==> src/rtl/cnn_pkg.sv <==
// Shared constants for the classifier back end: frame geometry and score format.
package cnn_pkg;

    localparam int NUM_CLASSES = 10;
    localparam int DATA_W      = 12;
    localparam int IDX_W       = 4;

    localparam logic signed [DATA_W-1:0] SCORE_MIN = {1'b1, {(DATA_W-1){1'b0}}};

endpackage

==> src/rtl/argmax_update.sv <==
// One step of the running top-two search over a frame of class scores.
module argmax_update #(
    parameter int DATA_W = cnn_pkg::DATA_W,
    parameter int IDX_W  = cnn_pkg::IDX_W
) (
    input  logic [DATA_W-1:0] best,
    input  logic [DATA_W-1:0] second,
    input  logic [IDX_W-1:0]  best_idx,
    input  logic [DATA_W-1:0] sample,
    input  logic [IDX_W-1:0]  idx,
    output logic [DATA_W-1:0] best_nxt,
    output logic [DATA_W-1:0] second_nxt,
    output logic [IDX_W-1:0]  idx_nxt
);
    import cnn_pkg::*;

    localparam logic [DATA_W-1:0] FLOOR = {1'b1, {(DATA_W-1){1'b0}}};

    logic gt_best;
    logic gt_second;

    // Strict compares: a tie never displaces the earlier (lower) index.
    assign gt_best   = $signed(sample) > $signed(best);
    assign gt_second = $signed(sample) > $signed(second);

    always_comb begin
        best_nxt   = best;
        second_nxt = second;
        idx_nxt    = best_idx;
        if (idx == '0) begin
            best_nxt   = sample;
            second_nxt = FLOOR;
            idx_nxt    = '0;
        end else if (gt_best) begin
            best_nxt   = sample;
            second_nxt = best;
            idx_nxt    = idx;
        end else if (gt_second) begin
            second_nxt = sample;
        end
    end

endmodule

==> src/rtl/argmax_decider.sv <==
// Frame-wise argmax over streamed class scores with a one-deep decision register and handshake.
module argmax_decider #(
    parameter int NUM_CLASSES = cnn_pkg::NUM_CLASSES,
    parameter int DATA_W      = cnn_pkg::DATA_W
) (
    input  logic              clk,
    input  logic              rst_n,
    input  logic              valid_in,
    input  logic [DATA_W-1:0] data_in,
    output logic              decision_valid,
    input  logic              decision_ready,
    output logic [3:0]        digit,
    output logic [DATA_W-1:0] max_score,
    output logic [DATA_W:0]   margin,
    output logic              overrun,
    output logic [15:0]       frame_cnt
);
    import cnn_pkg::*;

    localparam logic [IDX_W-1:0] LAST_IDX = IDX_W'(NUM_CLASSES - 1);

    logic [IDX_W-1:0]  cnt;
    logic [DATA_W-1:0] best;
    logic [DATA_W-1:0] second;
    logic [IDX_W-1:0]  best_idx;

    logic [DATA_W-1:0] best_nxt;
    logic [DATA_W-1:0] second_nxt;
    logic [IDX_W-1:0]  idx_nxt;
    logic [DATA_W:0]   margin_nxt;
    logic              frame_done;
    logic              xfer;

    argmax_update #(
        .DATA_W (DATA_W),
        .IDX_W  (IDX_W)
    ) u_update (
        .best       (best),
        .second     (second),
        .best_idx   (best_idx),
        .sample     (data_in),
        .idx        (cnt),
        .best_nxt   (best_nxt),
        .second_nxt (second_nxt),
        .idx_nxt    (idx_nxt)
    );

    assign frame_done = valid_in && (cnt == LAST_IDX);
    assign xfer       = decision_valid && decision_ready;

    // best >= second always holds, so the widened difference is non-negative.
    assign margin_nxt = {best_nxt[DATA_W-1], best_nxt} - {second_nxt[DATA_W-1], second_nxt};

    always_ff @(posedge clk) begin
        if (!rst_n) begin
            cnt      <= '0;
            best     <= '0;
            second   <= '0;
            best_idx <= '0;
        end else if (valid_in) begin
            best     <= best_nxt;
            second   <= second_nxt;
            best_idx <= idx_nxt;
            cnt      <= frame_done ? '0 : cnt + 1'b1;
        end
    end

    // Decision register is independent of the accumulator so the next frame can fill behind it.
    always_ff @(posedge clk) begin
        if (!rst_n) begin
            decision_valid <= 1'b0;
            digit          <= '0;
            max_score      <= '0;
            margin         <= '0;
            overrun        <= 1'b0;
            frame_cnt      <= '0;
        end else begin
            if (frame_done) begin
                decision_valid <= 1'b1;
                digit          <= idx_nxt;
                max_score      <= best_nxt;
                margin         <= margin_nxt;
                frame_cnt      <= frame_cnt + 16'd1;
                if (decision_valid && !decision_ready) begin
                    overrun <= 1'b1;
                end
            end else if (xfer) begin
                decision_valid <= 1'b0;
            end
        end
    end

endmodule

==> config.mk <==
export PLATFORM = sky130hd
export DESIGN_NAME = argmax_decider
export DESIGN_NICKNAME = d
export VERILOG_FILES = /design/src/rtl/cnn_pkg.sv /design/src/rtl/argmax_update.sv /design/src/rtl/argmax_decider.sv
export SDC_FILE = /design/constraint.sdc
export NUM_CORES = 1
export LEC_CHECK = 0
export BUFFER_PORTS_ARGS = -buffer_cell sky130_fd_sc_hd__buf_4
export CAP_MARGIN = 10
export CORE_MARGIN = 2
export CORE_UTILIZATION = 55
export DETAILED_ROUTE_END_ITERATION = 8
export PLACE_DENSITY = 0.77
export SYNTH_ARGS = -nofsm -noshare
export SYNTH_HDL_FRONTEND = slang
export SYNTH_SLANG_ARGS = --single-unit
==> constraint.sdc <==
create_clock -name clk -period 11.6 [get_ports clk]
set_clock_uncertainty 0.15 [all_clocks]
set_input_delay 0.58 -clock clk [delete_from_list [all_inputs] [get_ports clk]]
set_output_delay 0.58 -clock clk [all_outputs]
set_load 0.05 [all_outputs]
After elaboration in Yosys (flattened, before gate mapping)
Cells that the tools add are included.

word-level totals
  register bits after elaboration = 79
  latch bits = 0
  RAM bits = 0
  ROM bits = 0
  output and inout port bits = 47
  logic and storage cells = 33
  memories = 0

cells by class
  add/subtract/negate cells = 3
  multipliers = 0
  divide/modulo/power cells = 0
  magnitude comparators = 2
  eq/ne operators = 1
  shift operators = 0
  muxes and demuxes = 10
  bitwise operators = 0
  reductions and logical operators = 7

operators with widths
  operator                                                          count
  12-bit two-way mux                                                5
  12-bit > comparator                                               2
  16-bit by 1-bit adder with 16-bit output (second input constant)  1
  12-bit by 12-bit subtractor with 13-bit output                    1
  4-bit two-way mux                                                 3
  4-bit by 1-bit adder with 4-bit output (second input constant)    1
  4-bit equality test (second input constant)                       1
  4-bit zero test                                                   1
  1-bit logical AND                                                 3
  1-bit two-way mux                                                 2
  2-bit AND reduction                                               1
  2-bit nonzero test                                                1
  1-bit zero test                                                   1

Longest topological paths before layout
  word-level depth = 5
  depth in mapped cells = 17
  depth with buffers taken out = 16

By module
Synthesis repeated with hierarchy kept, for this count alone.

second synthesis, totals
  cells, all modules = 599
  area, all modules = 4834.6 sq um

by module, submodules not included
  module          times used  cells each  area each (sq um)  seq. area each (sq um)
  argmax_decider  1           405         3538.4             1581.5
  argmax_update   1           194         1296.2             0.0

Worst setup path after synthesis
OpenSTA, ideal clock, no wires.

  kind = input to register
  from = input data_in[1]
  to = register margin[12]
  arrival time = 3.957 ns
  slack = 7.368 ns
  stages on the path = 16
  buffers on the path = 1
  cells stage by stage = ha_1 > nor2b_1 > o211ai_1 > a21oi_1 > o41ai_2 > buf_4 > mux2i_1 > a21oi_1 > ha_1 > fa_1 > nor2b_1 > o21a_1 > o21ai_0 > a2111oi_0 > o21ai_0 > o2bb2ai_1

between the ends
  longest elaborated chain between the ends = 5
  elaborated cells between the ends (all ways) = 8
  those cells by class = 1 x add/sub; 2 x order compare; 5 x mux

ends and longest elaborated chain
  element                                           RTL line              text
  start, declared                                   argmax_decider.sv:9   input logic [DATA_W-1:0] data_in,
  12-bit > comparator                               argmax_update.sv:24   assign gt_second = $signed(sample) > $signed(second);
  12-bit two-way mux                                argmax_update.sv:38   end else if (gt_second) begin
  12-bit two-way mux *                              argmax_update.sv:34   end else if (gt_best) begin
  12-bit two-way mux *                              argmax_update.sv:30   if (idx == '0) begin
  net second_nxt[0]                                 argmax_decider.sv:28  logic [DATA_W-1:0] second_nxt;
  12-bit by 12-bit subtractor with 13-bit output *  argmax_decider.sv:52  assign margin_nxt = {best_nxt[DATA_W-1], best_nxt} - {second_nxt[DATA_W-1], second_nxt};
  end signal, assigned                              argmax_decider.sv:82  margin <= margin_nxt;
  end, declared                                     argmax_decider.sv:14  output logic [DATA_W:0] margin,

Mark *: on every way through the listed nets, which the timed path passes. The rest lies on a longest branch.
A chain may end at the register's enable or synchronous reset.

Worst setup path in the final report
  from = register best[4]
  to = register margin[5]

between the ends
  longest elaborated chain between the ends = 4
  elaborated cells between the ends (all ways) = 6
  those cells by class = 1 x add/sub; 1 x order compare; 4 x mux

ends and longest elaborated chain
  element                                         RTL line              text
  start, declared                                 argmax_decider.sv:23  logic [DATA_W-1:0] best;
  start signal, assigned                          argmax_decider.sv:61  best <= best_nxt;
  12-bit > comparator                             argmax_update.sv:23   assign gt_best = $signed(sample) > $signed(best);
  12-bit two-way mux                              argmax_update.sv:34
  12-bit two-way mux                              argmax_update.sv:30
  net best_nxt[1]                                 argmax_decider.sv:27  logic [DATA_W-1:0] best_nxt;
  12-bit by 12-bit subtractor with 13-bit output  argmax_decider.sv:52

The timed path passes the listed nets, and every way through them passes these cells.

==> flow_summary.json <==
{
  "port_buffers": 62,
  "fin_area_mm2": 0.00541,
  "place_ws_ns": 6.53,
  "netlist_area_mm2": 0.00471,
  "htree_levels": 3,
  "power_uw": 676,
  "fin_crit_ns": 5.03,
  "synthesis.nets": 608,
  "maxSlewViolCount": 0,
  "fp.dieH_um": 96.5,
  "relSlewSlack_pct": 25.7,
  "yosysMostFrequentCell": "dfxtp_1",
  "area_growth_pct": 14.9,
  "synth_area_leaders": "dfxtp_1 34%, ha_1 11%, o21ai_0 6.3%",
  "wl_per_cell_um": 17.8,
  "endpoint_kind": "flop",
  "synth-seq-area-share_pct": 33.6,
  "fillerInstances": 702,
  "clk_latency_ns": 0.35,
  "syn-instance-count": 551,
  "synth_cell_types": 62,
  "status": "finished clean",
  "cpMaxStageDelayCell": "nor3_4",
  "antennaDiodeCount": 0,
  "grt-ovfl-total": 0,
  "synth-seq-cells": 79,
  "vias": 4314,
  "place.gp.congestion": 0.925,
  "drcViolationCount": 0,
  "worstPathRequired_ns": 11.68,
  "avgSynthCellArea_um2": 8.55,
  "yosysTopAreaCellShare_pct": 33.6,
  "fp-row-count": 33,
  "path_class": "reg -> reg",
  "cts-hold-fix-buffers": 0,
  "fp.dieW_um": 96.5,
  "crit_start": "best[4]",
  "antenna_found_initial": 0,
  "cts-root-buf": "clkbuf_8",
  "yosys_warnings": 0,
  "final-hold-violation-count": 0,
  "clkSinkCount": 79,
  "vdd_drop_max_mv": 0.0885,
  "worstReg2RegStart": "best[4]",
  "hpwl_um": 9000,
  "path_max_fanout": 14,
  "layout-drive-gt1-share_pct": 16.8,
  "grt_max_degree": 66,
  "setup_viol": 0,
  "synthFlopType": "dfxtp_1",
  "critPathMaxStageDelay_ns": 0.78,
  "drv_cap": 0,
  "hold_path_end": "max_score[1]",
  "cts_tree": "done",
  "ff2ff_path_depth": 15,
  "grt_pass1_vias": 3990,
  "leakage_uw": 0.00218,
  "finalSetupTns_ns": 0,
  "clockBufferDepth": 2,
  "rsz0062_at_grt": "no",
  "synth-async-reset-ratio_pct": 0,
  "fin_util_pct": 65.6,
  "drt_iter0_markers": 301,
  "coreArea_mm2": 0.00826,
  "max_slew.worst_pin.slew_ns": 1.10,
  "synthTopCellsByCount": "79 x dfxtp_1, 59 x o21ai_0, 40 x ha_1, 40 x nand2_1, 40 x nand3_1",
  "period_share_pct": 43.4,
  "synth_edf_count": 0,
  "post_cts_resized": 0,
  "holdPathStages": 2,
  "fmax_mhz": 199,
  "cp-start-kind": "flop",
  "drt_wl_total_um": 12600,
  "arrival_ns": 5.11,
  "path_clk_slew_ns": 0.09,
  "synth_area_leader_cell": "dfxtp_1",
  "rr_endpoint": "margin[5]",
  "grt_use_total_pct": 28.1,
  "placed_cell_area_mm2": 0.00519,
  "grt_pass1_wl_um": 20200,
  "vias_per_cell": 6.12,
  "power.density_mw_per_mm2": 125,
  "layout.nets": 652,
  "hold_class": "reg -> reg",
  "post_cts_buffers": 0,
  "numCtsBuffers": 9,
  "initial_core_util_pct": 57.0,
  "first_pass_iters": 5,
  "layout_setup_ws_ns": 6.57,
  "die_area_mm2": 0.00932,
  "r2r_slack_ns": 6.57,
  "path_cells": "inv_1 -> ha_1 -> nand4_1 -> o41ai_2 -> a31oi_2 -> nor3_4 -> mux2i_1 -> inv_1 -> ha_1 -> nor2b_1 -> o21a_1 -> o21ai_0 -> a21boi_0 -> o21ai_0 -> o311ai_0",
  "drtAntennaViolNets": 0,
  "hold_path.startpoint": "max_score[1]",
  "ios": 63
}
## metal layers
metal,track usage (%),wire (µm)
met2,43.3,5650
met3,4.81,987
met1,40.3,5700
met4,8.22,233
met5,0,0
## cell usage in the layout, fill, tap and decap left out, types with 5 or more instances in the layout
cell type  netlist  final
xor2_1          12     12
o21ba_1          6      6
dfxtp_1         79     79
mux2_4           6      6
a21oi_1         20     20
clkbuf_8         0     10
o21a_1           6      6
nand2_1         40     40
xnor2_1          5      5
nor3_1           8      8
nor2_1          33     33
a32oi_1         12     12
nand4_1         11     11
mux2i_1         15     15
buf_4            1     67
nand2b_1         5      5
nand3_1         40     40
ha_1            40     40
a211oi_1         6      6
o21ai_0         59     59
inv_1           32     32
a21o_1          13     13
## worst max-delay path: cells and delay by family, from the launching register on
| family | cells | cell delay (ns) |
|---|---|---|
| AO/OA/AOI/OAI | 7 | 1.81 |
| AND/OR/NAND/NOR | 3 | 1.08 |
| adder cells (fa/ha/maj) | 2 | 0.62 |
| multiplexers | 1 | 0.54 |
| flip-flops | 1 | 0.47 |
| buffers and inverters | 2 | 0.19 |
## sequential cells by signal (all words and copies together) (netlist names)
| register | count |
|---|---|
| max_score | 12 |
| second | 12 |
| best_idx | 4 |
| best | 12 |
| cnt | 4 |
| frame_cnt | 16 |
| margin | 13 |
| digit | 4 |
| overrun | 1 |
| decision_valid | 1 |
## stage by stage
step,hold slack [ns],cells
2_1_floorplan,0.291,551
3_3_place_gp,0.294,689
3_5_place_dp,0.315,689
4_1_cts,0.327,705
5_1_grt,0.358,705
6_report,0.322,705
## where the power goes
| part | leakage [µW] | internal, µW | switching [µW] |
|---|---|---|---|
| clock | 0.000115 | 130 | 110 |
| combinational | 0.00142 | 57.7 | 94.3 |
| sequential | 0.000639 | 277 | 7.66 |
| total | 0.00218 | 464 | 212 |
## final cells by class
type                            count  area (µm²)  share of cell area [%]
Multi-Input combinational cell    405        2850                    52.6
Sequential cell                    79        1580                    29.2
Timing Repair Buffer               67         503                    9.29
Clock buffer                       11         141                    2.61
Tap cell                          105         131                    2.43
Inverter                           33         124                    2.29
Clock inverter                      5        86.3                    1.59
## worst max-delay path by stage
| stage | depth (start not counted) | slack (ns) | to |
|---|---|---|---|
| after floorplan | 16 | 7.37 | margin[12] |
| after global placement | 15 | 6.71 | margin[9] |
| after detailed placement | 15 | 6.53 | margin[5] |
| after CTS | 15 | 6.68 | margin[5] |
| after global routing | 15 | 6.22 | margin[5] |
| final | 15 | 6.57 | margin[5] |
## cells by family (layout without fill, tap and decap cells)
| kind of cell | count (synthesis) | in the layout | synth area share, % |
|---|---|---|---|
| adder cells (fa/ha/maj) | 41 | 41 | 11.0 |
| buffers and inverters | 67 | 116 | 6.00 |
| flip-flops | 79 | 79 | 33.6 |
| AO/OA/AOI/OAI | 160 | 160 | 23.2 |
| AND/OR/NAND/NOR | 162 | 162 | 16.9 |
| XOR/XNOR | 17 | 17 | 3.16 |
| multiplexers | 25 | 25 | 6.06 |
No activity file was read; power rests on OpenSTA's default activity.
